$ cat src/rtl/call_latch.sv
// Call-button front end: synchronises and debounces the raw hall and cab buttons, then merges the presses with the controller's request feedback.
// Optional `CALL_CANCEL_EN: a press on a cab floor call that is already pending cancels that call.
module call_latch #(
  parameter int DEBOUNCE_CLKS = 1000000,
  parameter int CNT_W         = 20
) (
  input  logic        clk,
  input  logic        reset,
  input  logic [13:0] raw_floor_btn,
  input  logic [9:1]  raw_int_btn,
  input  logic [13:0] elev_floor_btn,
  input  logic [9:1]  elev_int_btn,
  output logic [13:0] floor_btn,
  output logic [9:1]  int_btn,
  output logic        press_any
);

  localparam int              NB         = 23;
  localparam logic [13:0]     VALID_MASK = 14'b01_1111_1111_1110;
  localparam logic [CNT_W-1:0] CNT_LAST  = CNT_W'(DEBOUNCE_CLKS - 1);

  // Bit layout of the combined vectors: [13:0] hall buttons, [22:14] cab buttons 1..9.
  logic [NB-1:0]    sync1_q, sync1_d;
  logic [NB-1:0]    sync2_q, sync2_d;
  logic [NB-1:0]    hist_new_q, hist_new_d;
  logic [NB-1:0]    hist_old_q, hist_old_d;
  logic [NB-1:0]    deb_q, deb_d;
  logic [NB-1:0]    deb_dly_q, deb_dly_d;
  logic [CNT_W-1:0] cnt_q, cnt_d;
  logic [13:0]      floor_q, floor_d;
  logic [9:1]       int_q, int_d;
  logic             press_any_q, press_any_d;
  logic             tick;
  logic [NB-1:0]    p;
  logic [NB-1:0]    deb_set;
  logic [NB-1:0]    deb_clr;

  // Next-state logic for the synchroniser, prescaler, debounce windows and request outputs.
  always_comb begin
    sync1_d     = {raw_int_btn, raw_floor_btn};
    sync2_d     = sync1_q;
    tick        = (cnt_q == CNT_LAST);
    hist_new_d  = hist_new_q;
    hist_old_d  = hist_old_q;
    deb_d       = deb_q;
    deb_set     = hist_old_q & hist_new_q & sync2_q;
    deb_clr     = ~hist_old_q & ~hist_new_q & ~sync2_q;
    deb_dly_d   = deb_q;
    p           = deb_q & ~deb_dly_q;
    floor_d     = (elev_floor_btn | p[13:0]) & VALID_MASK;
    int_d       = int_q;
    press_any_d = |p;

    if (tick) begin
      cnt_d      = '0;
      hist_old_d = hist_new_q;
      hist_new_d = sync2_q;
      // Level changes only after three consecutive agreeing samples.
      deb_d      = deb_set | (deb_q & ~deb_clr);
    end else begin
      cnt_d      = cnt_q + CNT_W'(1);
    end

`ifdef CALL_CANCEL_EN
    int_d[7:1] = elev_int_btn[7:1] ^ p[20:14];
`else
    int_d[7:1] = elev_int_btn[7:1] | p[20:14];
`endif
    // Door open/close are momentary: they track the debounced level, not the feedback.
    int_d[9:8] = deb_q[22:21];
  end

  // State registers with synchronous reset.
  always_ff @(posedge clk) begin
    if (reset) begin
      sync1_q     <= '0;
      sync2_q     <= '0;
      hist_new_q  <= '0;
      hist_old_q  <= '0;
      deb_q       <= '0;
      deb_dly_q   <= '0;
      cnt_q       <= '0;
      floor_q     <= '0;
      int_q       <= '0;
      press_any_q <= 1'b0;
    end else begin
      sync1_q     <= sync1_d;
      sync2_q     <= sync2_d;
      hist_new_q  <= hist_new_d;
      hist_old_q  <= hist_old_d;
      deb_q       <= deb_d;
      deb_dly_q   <= deb_dly_d;
      cnt_q       <= cnt_d;
      floor_q     <= floor_d;
      int_q       <= int_d;
      press_any_q <= press_any_d;
    end
  end

  assign floor_btn = floor_q;
  assign int_btn   = int_q;
  assign press_any = press_any_q;

endmodule

$ cat config.mk
export PLATFORM = sky130hd
export DESIGN_NAME = call_latch
export DESIGN_NICKNAME = d
export VERILOG_FILES = /design/src/rtl/call_latch.sv
export SDC_FILE = /design/constraint.sdc
export NUM_CORES = 1
export LEC_CHECK = 0
export ABC_AREA = 1
export BUFFER_PORTS_ARGS = -buffer_cell sky130_fd_sc_hd__buf_4
export CELL_PAD_IN_SITES_DETAIL_PLACEMENT = 0
export CELL_PAD_IN_SITES_GLOBAL_PLACEMENT = 2
export CORE_MARGIN = 4
export CORE_UTILIZATION = 33
export CTS_CLUSTER_SIZE = 8
export DETAILED_ROUTE_END_ITERATION = 8
export PLACE_DENSITY_LB_ADDON = 0.1
export SLEW_MARGIN = 0
export SYNTH_ARGS = -nofsm -noshare
export SYNTH_HDL_FRONTEND = slang
export SYNTH_SLANG_ARGS = --single-unit
export TNS_END_PERCENT = 100
$ cat constraint.sdc
create_clock -name clk -period 1.62 [get_ports clk]
set_input_delay 0.405 -clock clk [delete_from_list [all_inputs] [get_ports clk]]
set_output_delay 0.405 -clock clk [all_outputs]
set_load 0.005 [all_outputs]
-- Yosys cells after proc, flatten, opt, wreduce, memory -nomap -nowiden
Cells that the tools add are included.
- register bits: 182
- latch bits: 0
- bits in writable memories: 0
- ROM bits: 0
- memories kept: 0
- $add $sub $neg: 1
- $mul: 0
- divide/modulo/power cells: 0
- $lt $le $gt $ge: 0
- equality and inequality tests: 1
- shifts and indexed selects: 0
- muxes and demuxes: 0
- bitwise operators: 14
- reductions and logical operators: 2
- operators by type and width (cell ; number):
    23-bit AND ; 6
    23-bit NOT ; 5
    23-bit OR ; 1
    23-bit OR reduction ; 1
    20-bit by 1-bit adder with 20-bit output, second input constant ; 1
    20-bit equality test, second input constant ; 1
    13-bit OR ; 1
    7-bit OR ; 1
    2-bit OR reduction ; 1

-- Depth between registers and ports, before layout
- depth after elaboration: 6
- gate-level depth with buffers: 9
- gate-level depth less buffers: 9

-- Least setup slack after synthesis
Ideal clock, no wire load.
- kind: reg-to-reg
- start: register cnt_q[0]
- end: register hist_new_q[12]
- data arrival time: 1338 ps
- required time: 1508 ps
- setup slack: 170 ps
- stages on the path, launching flop included: 8
- path through: dfxtp_1 ha_1 nand3_4 nor3_4 buf_2 nand3_1 nand2_1 nor2_2
- cells in the longest elaborated chain, start to end: 1
- ends and longest elaborated chain (what ; RTL line ; RTL):
    start, declared ; 29 ; logic [CNT_W-1:0] cnt_q, cnt_d;
    start signal, assigned ; 93 ; cnt_q <= cnt_d;
    20-bit equality test ; 42 ; tick = (cnt_q == CNT_LAST);
    end signal, assigned ; 89 ; hist_new_q <= hist_new_d;
    end, declared ; 25 ; logic [NB-1:0] hist_new_q, hist_new_d;
Every way passes these cells.
A chain may end at the register's enable or synchronous reset.

-- Worst setup path in the final report
- start: register cnt_q[0]
- end: register deb_q[3], in the netlist deb_dly_d[3]
- cells in the longest elaborated chain, start to end: 1
- ends and longest elaborated chain (what ; RTL line ; RTL):
    20-bit equality test ; 42 ;
    end signal, assigned ; 80 ; deb_q <= '0;
    end signal, assigned ; 91 ; deb_q <= deb_d;
    end, declared ; 27 ; logic [NB-1:0] deb_q, deb_d;
Every way passes these cells.

==> impl_metrics.tcl <==
set metrics [dict create \
    synth_cell_types 30 \
    crit_chain "ha_4, nand3_4, inv_4, nand3_4, nor2_4, buf_12, clkbuf_16, nor2_1, nor2_1" \
    synthSimpleGateAreaFrac_pct 32.6 \
    syn_inst 1053 \
    syn_to_final_growth_pct 23.7 \
    path_class "flop to flop" \
    core-area_sq_mm 0.0218 \
    synth-compound-area-share_pct 3.89 \
    gp_congestion 0.737 \
    drv_slew 0 \
    path_max_fanout 16 \
    ir_drop_mv 0.653 \
    path_clk_slew_ns 0.07 \
    use_met2_pct 23.2 \
    max_stage_delay_ns 0.35 \
    min_period_ns 1.53 \
    ys_ff_latch 178 \
    clockBufferDepth 2 \
    tritoncts "built" \
    synth_top_cell_area_share_pct 49.0 \
    cts-root-buf "clkbuf_16" \
    ys.flop_type "dfxtp_1" \
    ant_nets 0 \
    nets 1176 \
    synth_mux_area_share_pct 0 \
    synthAdderAreaFrac_pct 0.172 \
    p_leak_nw 3.89 \
    cp-startpoint "cnt_q[0]$_SDFF_PP0_" \
    dr.pass1.iters 4 \
    track_usage_pct 13.9 \
    cp-end-kind "flop" \
    max_freq_ghz 0.653 \
    dp_hpwl_microns 10600 \
    drt_wl_total_microns 17400 \
    maxCapViolations 0 \
    cp_data_required_time_ns 1.98 \
    synthArstFlopShare_pct 0 \
    start_kind "flop" \
    timing.final.hold_violations 0 \
    grt_busiest_layer "met2" \
    synth-xor-area-share_pct 0.964 \
    synth_top_family_by_area "simple AND/OR/NAND/NOR gates" \
    synth_top_area_cell "dfxtp_1" \
    synth_edf_count 0 \
    yosysSeqAreaShare_pct 49.0 \
    fp.dieArea_sq_mm 0.0245 \
    via_count 5916 \
    drc 0 \
    use_met3_pct 2.71 \
    reg2reg_to "deb_dly_d[3]$_SDFFE_PP0N_" \
    r2r_cells 9 \
    cts_sinks 178 \
    cp_slowest_cell "dfxtp_2" \
    grt_max_degree 51 \
    grt-ovfl-total 0 \
    timing.hold.ws_ns 0.178 \
    io_pins 72 \
    holdCritPathClass "primary input to flop" \
    syn_avg_cell_area_sq_um 6.90 \
    drive_gt1_share_pct 15.0 \
    die_w_microns 156 \
    status "complete, no violations" \
    synth.area.top_cells "dfxtp_1 (49%), nor2_1 (12%), nand2_1 (12%)" \
    syn_area_sq_mm 0.00727 \
    grt_use_met1_pct 18.1 \
    antenna_found_initial 0 \
    start_util_pct 33.4 \
    diodes 0 \
    grt_pass1_vias 5418 \
    grt_pass1_wl_microns 27100 \
    yosysWarnings 0 \
    insertion_delay_ns 0.43 \
    numCtsBuffers 17 \
    initialDrtViolationCount 205 \
    fin_crit_sh_pct 94.5 \
    reg2reg_from "cnt_q[0]$_SDFF_PP0_" \
    r2r_setup_slack_ns 0.09 \
    fin_util_pct 41.3 \
    route.detailed.wl_per_inst_microns 12.3 \
    htreeDepth 4 \
    port_buffers 65 \
    ctsHoldBuffers 0 \
    skew_ns 0.0143 \
    endpoint "deb_dly_d[3]$_SDFFE_PP0N_" \
    die_h_microns 156 \
    rsz0062_at_grt "no" \
    power.density_mw_per_mm2 1020 \
    row_count 54 \
    cp.arrival_ns 1.89 \
    setup_violations 0 \
    viasPerCell 4.17 \
]
-- sequential cells by signal, summed over array words and instances (netlist names) --
| signal | cells |
|---|---|
| deb_dly_d | 23 |
| deb_dly_q | 23 |
| hist_new_q | 23 |
| hist_old_q | 23 |
| sync1_q | 23 |
| sync2_q | 23 |
| cnt_q | 20 |
| floor_btn | 12 |
| int_btn | 7 |
| press_any | 1 |
-- what timing repair did --
| action | 4_1_cts | 5_1_grt |
|---|---|---|
| endpoints found under the setup margin | 10 | 81 |
| endpoints found under the hold margin | 0 | 0 |
| gates cloned | 0 | 5 |
| resized for setup | 2 | 15 |
| setup buffers | 0 | 3 |
| pin swaps | 0 | 3 |
-- cell usage in the layout (no fill, tap or decap), types with 2 or more instances in the layout --
master	instances
conb_1	2
nor2_4	4
inv_1	191
dfxtp_2	4
buf_12	9
dfxtp_1	174
nand3_1	81
buf_4	80
clkbuf_1	2
clkbuf_16	21
nand2_1	224
clkinvlp_4	2
nor2_2	23
xor2_1	6
clkinv_2	2
bufinv_16	4
inv_2	5
nor2_1	224
nand3_4	2
nand2_2	2
nand4_1	5
inv_6	4
xnor2_1	2
or2_2	2
o21ai_0	26
a21oi_1	28
-- kinds of logic after synthesis --
family,after synthesis
simple gates,570
buf+inv,239
flops,178
compound gates,56
xor+xnor,8
fa+ha+maj,1
other cells,1
-- metal layers --
metal  routed length, microns  part of all wire (%)
met3                      505                   2.9
met1                     8680                    50
met5                        0                     0
met4                      144                  0.83
met2                     8110                    46
-- how the worst min path moves through the flow --
stage	from	to	slack (ns)	cells past startpoint
floorplan	sync1_q[0]$_SDFF_PP0_	sync2_q[0]$_SDFF_PP0_	0.39	2
global placement	sync1_q[6]$_SDFF_PP0_	sync2_q[6]$_SDFF_PP0_	0.39	2
detailed placement	sync1_q[7]$_SDFF_PP0_	sync2_q[7]$_SDFF_PP0_	0.39	2
CTS	raw_int_btn[2]	sync1_q[15]$_SDFF_PP0_	0.16	3
global route	raw_int_btn[1]	sync1_q[14]$_SDFF_PP0_	0.17	3
finish	raw_floor_btn[2]	sync1_q[2]$_SDFF_PP0_	0.18	3
-- cell type report --
type | count | area [sq um]
Inverter | 197 | 742
Tap cell | 280 | 350
Sequential cell | 178 | 3570
Timing Repair Buffer | 96 | 935
Fill cell | 2318 | 12800
Multi-Input combinational cell | 637 | 2790
Clock inverter | 12 | 180
Clock buffer | 19 | 433
-- synthesized netlist by cell type (2+ instances only) --
cell type / number
a21oi_1: 28
buf_1: 6
buf_2: 17
buf_4: 8
clkbuf_1: 9
dfxtp_1: 178
inv_1: 191
inv_2: 5
nand2_1: 225
nand2_2: 2
nand3_1: 81
nand4_1: 5
nor2_1: 226
nor2_2: 23
nor2_4: 2
o21ai_0: 26
or2_2: 2
xnor2_1: 2
xor2_1: 6
-- critical path, delay by kind of cell, from the launching register on --
family / cells / cell delay, ns
fa+ha+maj: 1 / 0.15
buf+inv: 3 / 0.45
flops: 1 / 0.35
simple gates: 5 / 0.50
-- report_power, final --
group / switching, mW / leakage [nW] / internal, mW / total [mW]
sequential: 0.0367 / 1.45 / 4.46 / 4.50
combinational: 0.176 / 2.15 / 0.173 / 0.348
clock: 1.78 / 0.295 / 2.59 / 4.37
total: 1.99 / 3.89 / 7.22 / 9.22
-- metrics by stage --
step | power [mW] | TNS (ns) | cell area, sq um | cells | setup WS (ns)
3_5_place_dp | 4.95 | 0 | 8160 | 1380 | 0.0193
6_report | 9.22 | 0 | 8990 | 1419 | 0.0897
2_1_floorplan | 4.76 | 0 | 7270 | 1054 | 0.170
5_1_grt | 9.58 | 0 | 8990 | 1419 | 0.00290
3_3_place_gp | 4.95 | 0 | 8160 | 1380 | 0.0506
4_1_cts | 9.38 | -0.000628 | 8770 | 1411 | -0.000628
No activity file was read; power rests on OpenSTA's default activity.
